### src/rtl/pulse_stretch_pkg.sv
// rtl/pulse_stretch_pkg.sv - shared state encoding and default widths for the pulse stretcher
package pulse_stretch_pkg;

  localparam int CNT_W_DEF  = 8;
  localparam int PEND_W_DEF = 4;

  typedef enum logic [1:0] {
    ST_IDLE = 2'b00,
    ST_HOLD = 2'b01,
    ST_GAP  = 2'b10
  } state_e;

endpackage

### src/rtl/sat_updown_cnt.sv
// rtl/sat_updown_cnt.sv - saturating up/down counter holding the pending-strobe queue depth
module sat_updown_cnt #(
  parameter int W = 4
) (
  input  logic         clk_i,
  input  logic         rst_i,
  input  logic         inc_i,
  input  logic         dec_i,
  output logic [W-1:0] cnt_o,
  output logic         full_o,
  output logic         nz_o
);

  logic [W-1:0] cnt_q;
  logic [W-1:0] cnt_d;

  assign full_o = (cnt_q == '1);
  assign nz_o   = (cnt_q != '0);
  assign cnt_o  = cnt_q;

  // Simultaneous inc and dec cancel; an inc at full is simply lost.
  always_comb begin
    cnt_d = cnt_q;
    if (inc_i && !dec_i) begin
      if (!full_o) cnt_d = cnt_q + W'(1);
    end else if (dec_i && !inc_i) begin
      if (nz_o) cnt_d = cnt_q - W'(1);
    end
  end

  always_ff @(posedge clk_i) begin
    if (rst_i) cnt_q <= '0;
    else       cnt_q <= cnt_d;
  end

endmodule

### src/rtl/pulse_stretch.sv
// rtl/pulse_stretch.sv - stretches strobes into level windows with minimum gap and queued retriggers
module pulse_stretch
  import pulse_stretch_pkg::*;
#(
  parameter int CNT_W  = CNT_W_DEF,
  parameter int PEND_W = PEND_W_DEF,
  parameter bit RETRIG = 1'b0
) (
  input  logic              CLK,
  input  logic              RST,
  input  logic              i_pulse,
  input  logic [CNT_W-1:0]  i_width,
  input  logic [CNT_W-1:0]  i_gap,
  input  logic              i_clr_ovf,
  output logic              o_level,
  output logic              o_busy,
  output logic              o_done,
  output logic [PEND_W-1:0] o_pend_cnt,
  output logic              o_overflow
);

  state_e           state_q, state_d;
  logic [CNT_W-1:0] cnt_q, cnt_d;
  logic             done_q, done_d;
  logic             ovf_q, ovf_d;

  logic             q_inc, q_dec;
  logic             q_full, q_nz;
  logic             drop;
  logic [CNT_W-1:0] w_m1;
  logic [CNT_W-1:0] g_m1;

  // A zero width still produces a one-cycle window.
  assign w_m1 = (i_width == '0) ? '0 : i_width - CNT_W'(1);
  assign g_m1 = i_gap - CNT_W'(1);

  sat_updown_cnt #(
    .W (PEND_W)
  ) u_pend (
    .clk_i  (CLK),
    .rst_i  (RST),
    .inc_i  (q_inc),
    .dec_i  (q_dec),
    .cnt_o  (o_pend_cnt),
    .full_o (q_full),
    .nz_o   (q_nz)
  );

  assign drop = q_inc && !q_dec && q_full;

  always_comb begin
    state_d = state_q;
    cnt_d   = cnt_q;
    done_d  = 1'b0;
    q_inc   = 1'b0;
    q_dec   = 1'b0;
    case (state_q)
      ST_IDLE: begin
        if (i_pulse) begin
          state_d = ST_HOLD;
          cnt_d   = w_m1;
        end
      end
      ST_HOLD: begin
        if (RETRIG && i_pulse) begin
          cnt_d = w_m1;
        end else if (cnt_q == '0) begin
          done_d = 1'b1;
          if (i_gap != '0) begin
            state_d = ST_GAP;
            cnt_d   = g_m1;
            q_inc   = i_pulse;
          end else if (q_nz) begin
            cnt_d = w_m1;
            q_dec = 1'b1;
            q_inc = i_pulse;
          end else if (i_pulse) begin
            cnt_d = w_m1;
          end else begin
            state_d = ST_IDLE;
          end
        end else begin
          cnt_d = cnt_q - CNT_W'(1);
          q_inc = i_pulse;
        end
      end
      ST_GAP: begin
        if (cnt_q == '0) begin
          if (q_nz) begin
            state_d = ST_HOLD;
            cnt_d   = w_m1;
            q_dec   = 1'b1;
            q_inc   = i_pulse;
          end else if (i_pulse) begin
            state_d = ST_HOLD;
            cnt_d   = w_m1;
          end else begin
            state_d = ST_IDLE;
          end
        end else begin
          cnt_d = cnt_q - CNT_W'(1);
          q_inc = i_pulse;
        end
      end
      default: begin
        state_d = ST_IDLE;
        cnt_d   = '0;
      end
    endcase
  end

  // A fresh overflow beats a clear arriving in the same cycle.
  always_comb begin
    ovf_d = ovf_q;
    if (drop)           ovf_d = 1'b1;
    else if (i_clr_ovf) ovf_d = 1'b0;
  end

  always_ff @(posedge CLK) begin
    if (RST) begin
      state_q <= ST_IDLE;
      cnt_q   <= '0;
      done_q  <= 1'b0;
      ovf_q   <= 1'b0;
    end else begin
      state_q <= state_d;
      cnt_q   <= cnt_d;
      done_q  <= done_d;
      ovf_q   <= ovf_d;
    end
  end

  assign o_level    = (state_q == ST_HOLD);
  assign o_busy     = (state_q != ST_IDLE);
  assign o_done     = done_q;
  assign o_overflow = ovf_q;

endmodule

### config.mk
export PLATFORM = sky130hd
export DESIGN_NAME = pulse_stretch
export DESIGN_NICKNAME = d
export VERILOG_FILES = /design/src/rtl/pulse_stretch_pkg.sv /design/src/rtl/sat_updown_cnt.sv /design/src/rtl/pulse_stretch.sv
export SDC_FILE = /design/constraint.sdc
export NUM_CORES = 1
export LEC_CHECK = 0
export CAP_MARGIN = 10
export CORE_UTILIZATION = 55
export CTS_BUF_LIST = sky130_fd_sc_hd__clkbuf_16
export CTS_CLUSTER_DIAMETER = 200
export DETAILED_ROUTE_END_ITERATION = 10
export PLACE_DENSITY = 0.82
export SYNTH_ARGS = -nofsm -noshare
export SYNTH_HDL_FRONTEND = slang
export SYNTH_SLANG_ARGS = --single-unit
### constraint.sdc
create_clock -name CLK -period 5.67 [get_ports CLK]
set_input_delay 0.567 -clock CLK [delete_from_list [all_inputs] [get_ports CLK]]
set_output_delay 0.567 -clock CLK [all_outputs]
set_load 0.005 [all_outputs]
==> metrics.txt <==
layout cell share with drive strength beyond 1 0.0456; status complete, no violations; register bit total from synthesis 16; Die Area about 3300 um^2; clk_lat worst skew 0.25 ns; Crit-path slowest cell nor4_1; maximum VDD drop between 0.3 and 0.4 mV; CTS max path bufs 2; H-tree levels 1; combinational share of power 0.588; P&R area growth vs syn 20.7%; nets 276; TritonCTS Buffers 3; global-route wire length before repair about 8.1 mm; clk sinks 16; fin. max-slew vios 0; total wire length 4.88 mm; post-layout min period 3.74 ns; placed cells 268; Die H roughly 57 um; WS Path Type input port to register; final RePlAce weighted congestion 1.06; crit path buf inv count 2; IO Pins 28; Ys Warns 0; Critical Path End Type register; sequential area share after synthesis 0.191; critical path arrival slightly below 4 ns; clock network power share 0.173; RSZ-0062 raised after global routing false; Lkg Pwr 0.735 nW; asr flop ratio synth 0; Hold WC Path Type register to register; vias per cell 6.83; TritonRoute pass-1 iters 5; final std cells w/o fill ~270; Worst-Margin Slew 0.829 ns; root buf cell clkbuf_16; EDFF count, synth 0; Worst Path Required 5.82 ns; setup_tns 0 ns; f_max 268 MHz; critical-path cell list clkdlybuf4s50_1, nor4_1, a21oi_1, nor2_1, nand3_1, ha_1, inv_1, ha_1, a21o_1, a21oi_1, xnor2_1, o21a_1, o21ba_2; P_int 0.441 mW; Crit path largest cell delay 0.77 ns; Wirelength per Cell 17.9 um; Netlist cell types 52; syn_nets 254; 1st-iter DRT viols 164; TritonCTS clock tree built; sw frac 0.467; # diodes 0; worst r2r src cnt_q[3]$_SDFF_PP0_; slew margin rel. 0.442; Die Width roughly 57 um; Post-CTS Setup Bufs 0; WHS Path Cells 2; Seq pwr share 0.239; vias in the first global route about 1700; Initial Util 0.592; Syn Inst Count 220; Max Cap Violations 0; most common cell after layout, fill and taps aside clkdlybuf4s50_1; most frequent cells in the layout clkdlybuf4s50_1 (27), nor2_1 (21), dfxtp_1 (16); CTS clk-pin slew, worst paths 0.05 ns; Clock Skew slightly below 0.004 ns; reg2reg end u_pend.cnt_o[3]$_SDFFE_PP0P_; CTS-repair resized insts 0; total power slightly above 0.8 mW; Core Region 2830 um^2; critical path launch point type input port; largest net degree at the start of global routing 18; antenna violations before repair 0; hold_buf cts 0; Cell Pwr Density just over 400 nW/um^2; via count 1859; total track usage 0.318; row cnt 19; sw power 0.386 mW; Hold Vio Cnt, Final 0; Register-to-Register Path Depth 12; Top delay family on crit path compound AO/OA/AOI/OAI gates; mapped cell area 1680 um^2; DPL Wire Length slightly below 4 mm; I/O Buffers 27; crit-path max FO 6; Top FF cell, synth dfxtp_1; drt drc 0; min-delay src o_overflow$_SDFFE_PP0P_; Antenna Violating Nets Remaining 0; grt ovf 0; final worst-path cycle share 0.659; Hold Path End o_overflow$_SDFFE_PP0P_; r2r setup slk approximately 2.1 ns; Avg Inst Size Synth between 7 and 8 um^2; # setup viols final 0
==> worst register-to-register path, delay by kind of cell, from the launching register on <==
| kind | cells | cell delay, ns |
|---|---|---|
| fa+ha+maj | 2 | 0.50 |
| buf+inv | 1 | 0.13 |
| compound gates | 6 | 1.10 |
| xor+xnor | 1 | 0.11 |
| simple gates | 2 | 1.25 |
| flops | 1 | 0.37 |
==> stage by stage <==
stage | worst slack, ns | instance area, um^2 | util | hold WS (ns)
after floorplan | 2.47 | 1680 | - | 0.466
after global placement | 1.90 | 1940 | 0.687 | 0.460
after detailed placement | 1.71 | 1940 | 0.687 | 0.464
after CTS | 1.96 | 2020 | 0.715 | 0.474
after global routing | 1.70 | 2020 | 0.715 | 0.491
final | 1.93 | 2020 | 0.715 | 0.470
==> power by group through the flow <==
stage               Combinational, mW  Clock (mW)  Sequential [mW]
detailed placement              0.468           0            0.198
floorplan                       0.371           0            0.178
global route                    0.530       0.146            0.201
CTS                             0.473       0.141            0.196
finish                          0.486       0.143            0.198
global placement                0.459           0            0.196
==> cell families after synthesis <==
family	synth area share
flops	0.191
buf+inv	0.0560
simple gates	0.264
xor+xnor	0.0732
fa+ha+maj	0.109
compound gates	0.307
==> state kept, by name, indices dropped and copies added, names as in the netlist <==
register / flops
state_q: 2
o_done: 1
cnt_q: 8
o_overflow: 1
u_pend.cnt_o: 4
==> how the worst max path moves through the flow <==
stage / start / to / slack (ns) / depth (start not counted)
2_1_floorplan: cnt_q[3]$_SDFF_PP0_ / u_pend.cnt_o[3]$_SDFFE_PP0P_ / 2.47 / 14
3_3_place_gp: i_gap[2] / u_pend.cnt_o[3]$_SDFFE_PP0P_ / 1.90 / 13
3_5_place_dp: i_gap[2] / u_pend.cnt_o[3]$_SDFFE_PP0P_ / 1.71 / 13
4_1_cts: i_gap[2] / u_pend.cnt_o[3]$_SDFFE_PP0P_ / 1.96 / 13
5_1_grt: i_gap[0] / u_pend.cnt_o[3]$_SDFFE_PP0P_ / 1.70 / 15
6_report: i_gap[2] / u_pend.cnt_o[3]$_SDFFE_PP0P_ / 1.93 / 13
==> layout make-up <==
type	count	area (um^2)
inverter	14	52.6
clock inverter	1	3.75
fill	217	807
clock buffer	3	75.1
multi-input combinational	180	1260
tap	31	38.8
timing repair buffer	27	270
sequential	16	320
==> cells in the mapped netlist (2+ instances only) <==
library cell | number | share of area
xor2_1 | 5 | 0.026
o21ba_2 | 2 | 0.012
o22ai_1 | 5 | 0.019
a311oi_1 | 2 | 0.010
a21oi_1 | 8 | 0.024
a2bb2oi_1 | 2 | 0.010
or3_1 | 4 | 0.015
nand2_1 | 14 | 0.031
nor3b_1 | 4 | 0.018
buf_2 | 2 | 0.0060
nand2b_1 | 3 | 0.011
o221ai_1 | 4 | 0.021
nand3_1 | 3 | 0.0090
o31ai_1 | 6 | 0.027
a31oi_1 | 4 | 0.015
dfxtp_1 | 16 | 0.19
o41ai_1 | 3 | 0.016
ha_1 | 13 | 0.097
o211ai_1 | 5 | 0.022
inv_1 | 14 | 0.031
nor2_1 | 21 | 0.047
a211oi_1 | 6 | 0.027
xnor2_1 | 9 | 0.047
or4_1 | 8 | 0.036
or2_2 | 2 | 0.0075
o22a_1 | 3 | 0.016
clkbuf_1 | 6 | 0.013
o21a_1 | 2 | 0.0090
o21ai_0 | 8 | 0.024
a21o_1 | 3 | 0.013
and2_1 | 2 | 0.0075
nor3_1 | 11 | 0.033
==> layer usage <==
layer / vias to the layer above / global-route usage / wire length (um)
met3: 25 / 0.0454 / 358
met5: - / 0 / 0
met1: 846 / 0.410 / 1990
li1: 876 / - / -
met2: 112 / 0.533 / 2360
met4: 0 / 0.129 / 167
Power figures use the tool's default switching activity.
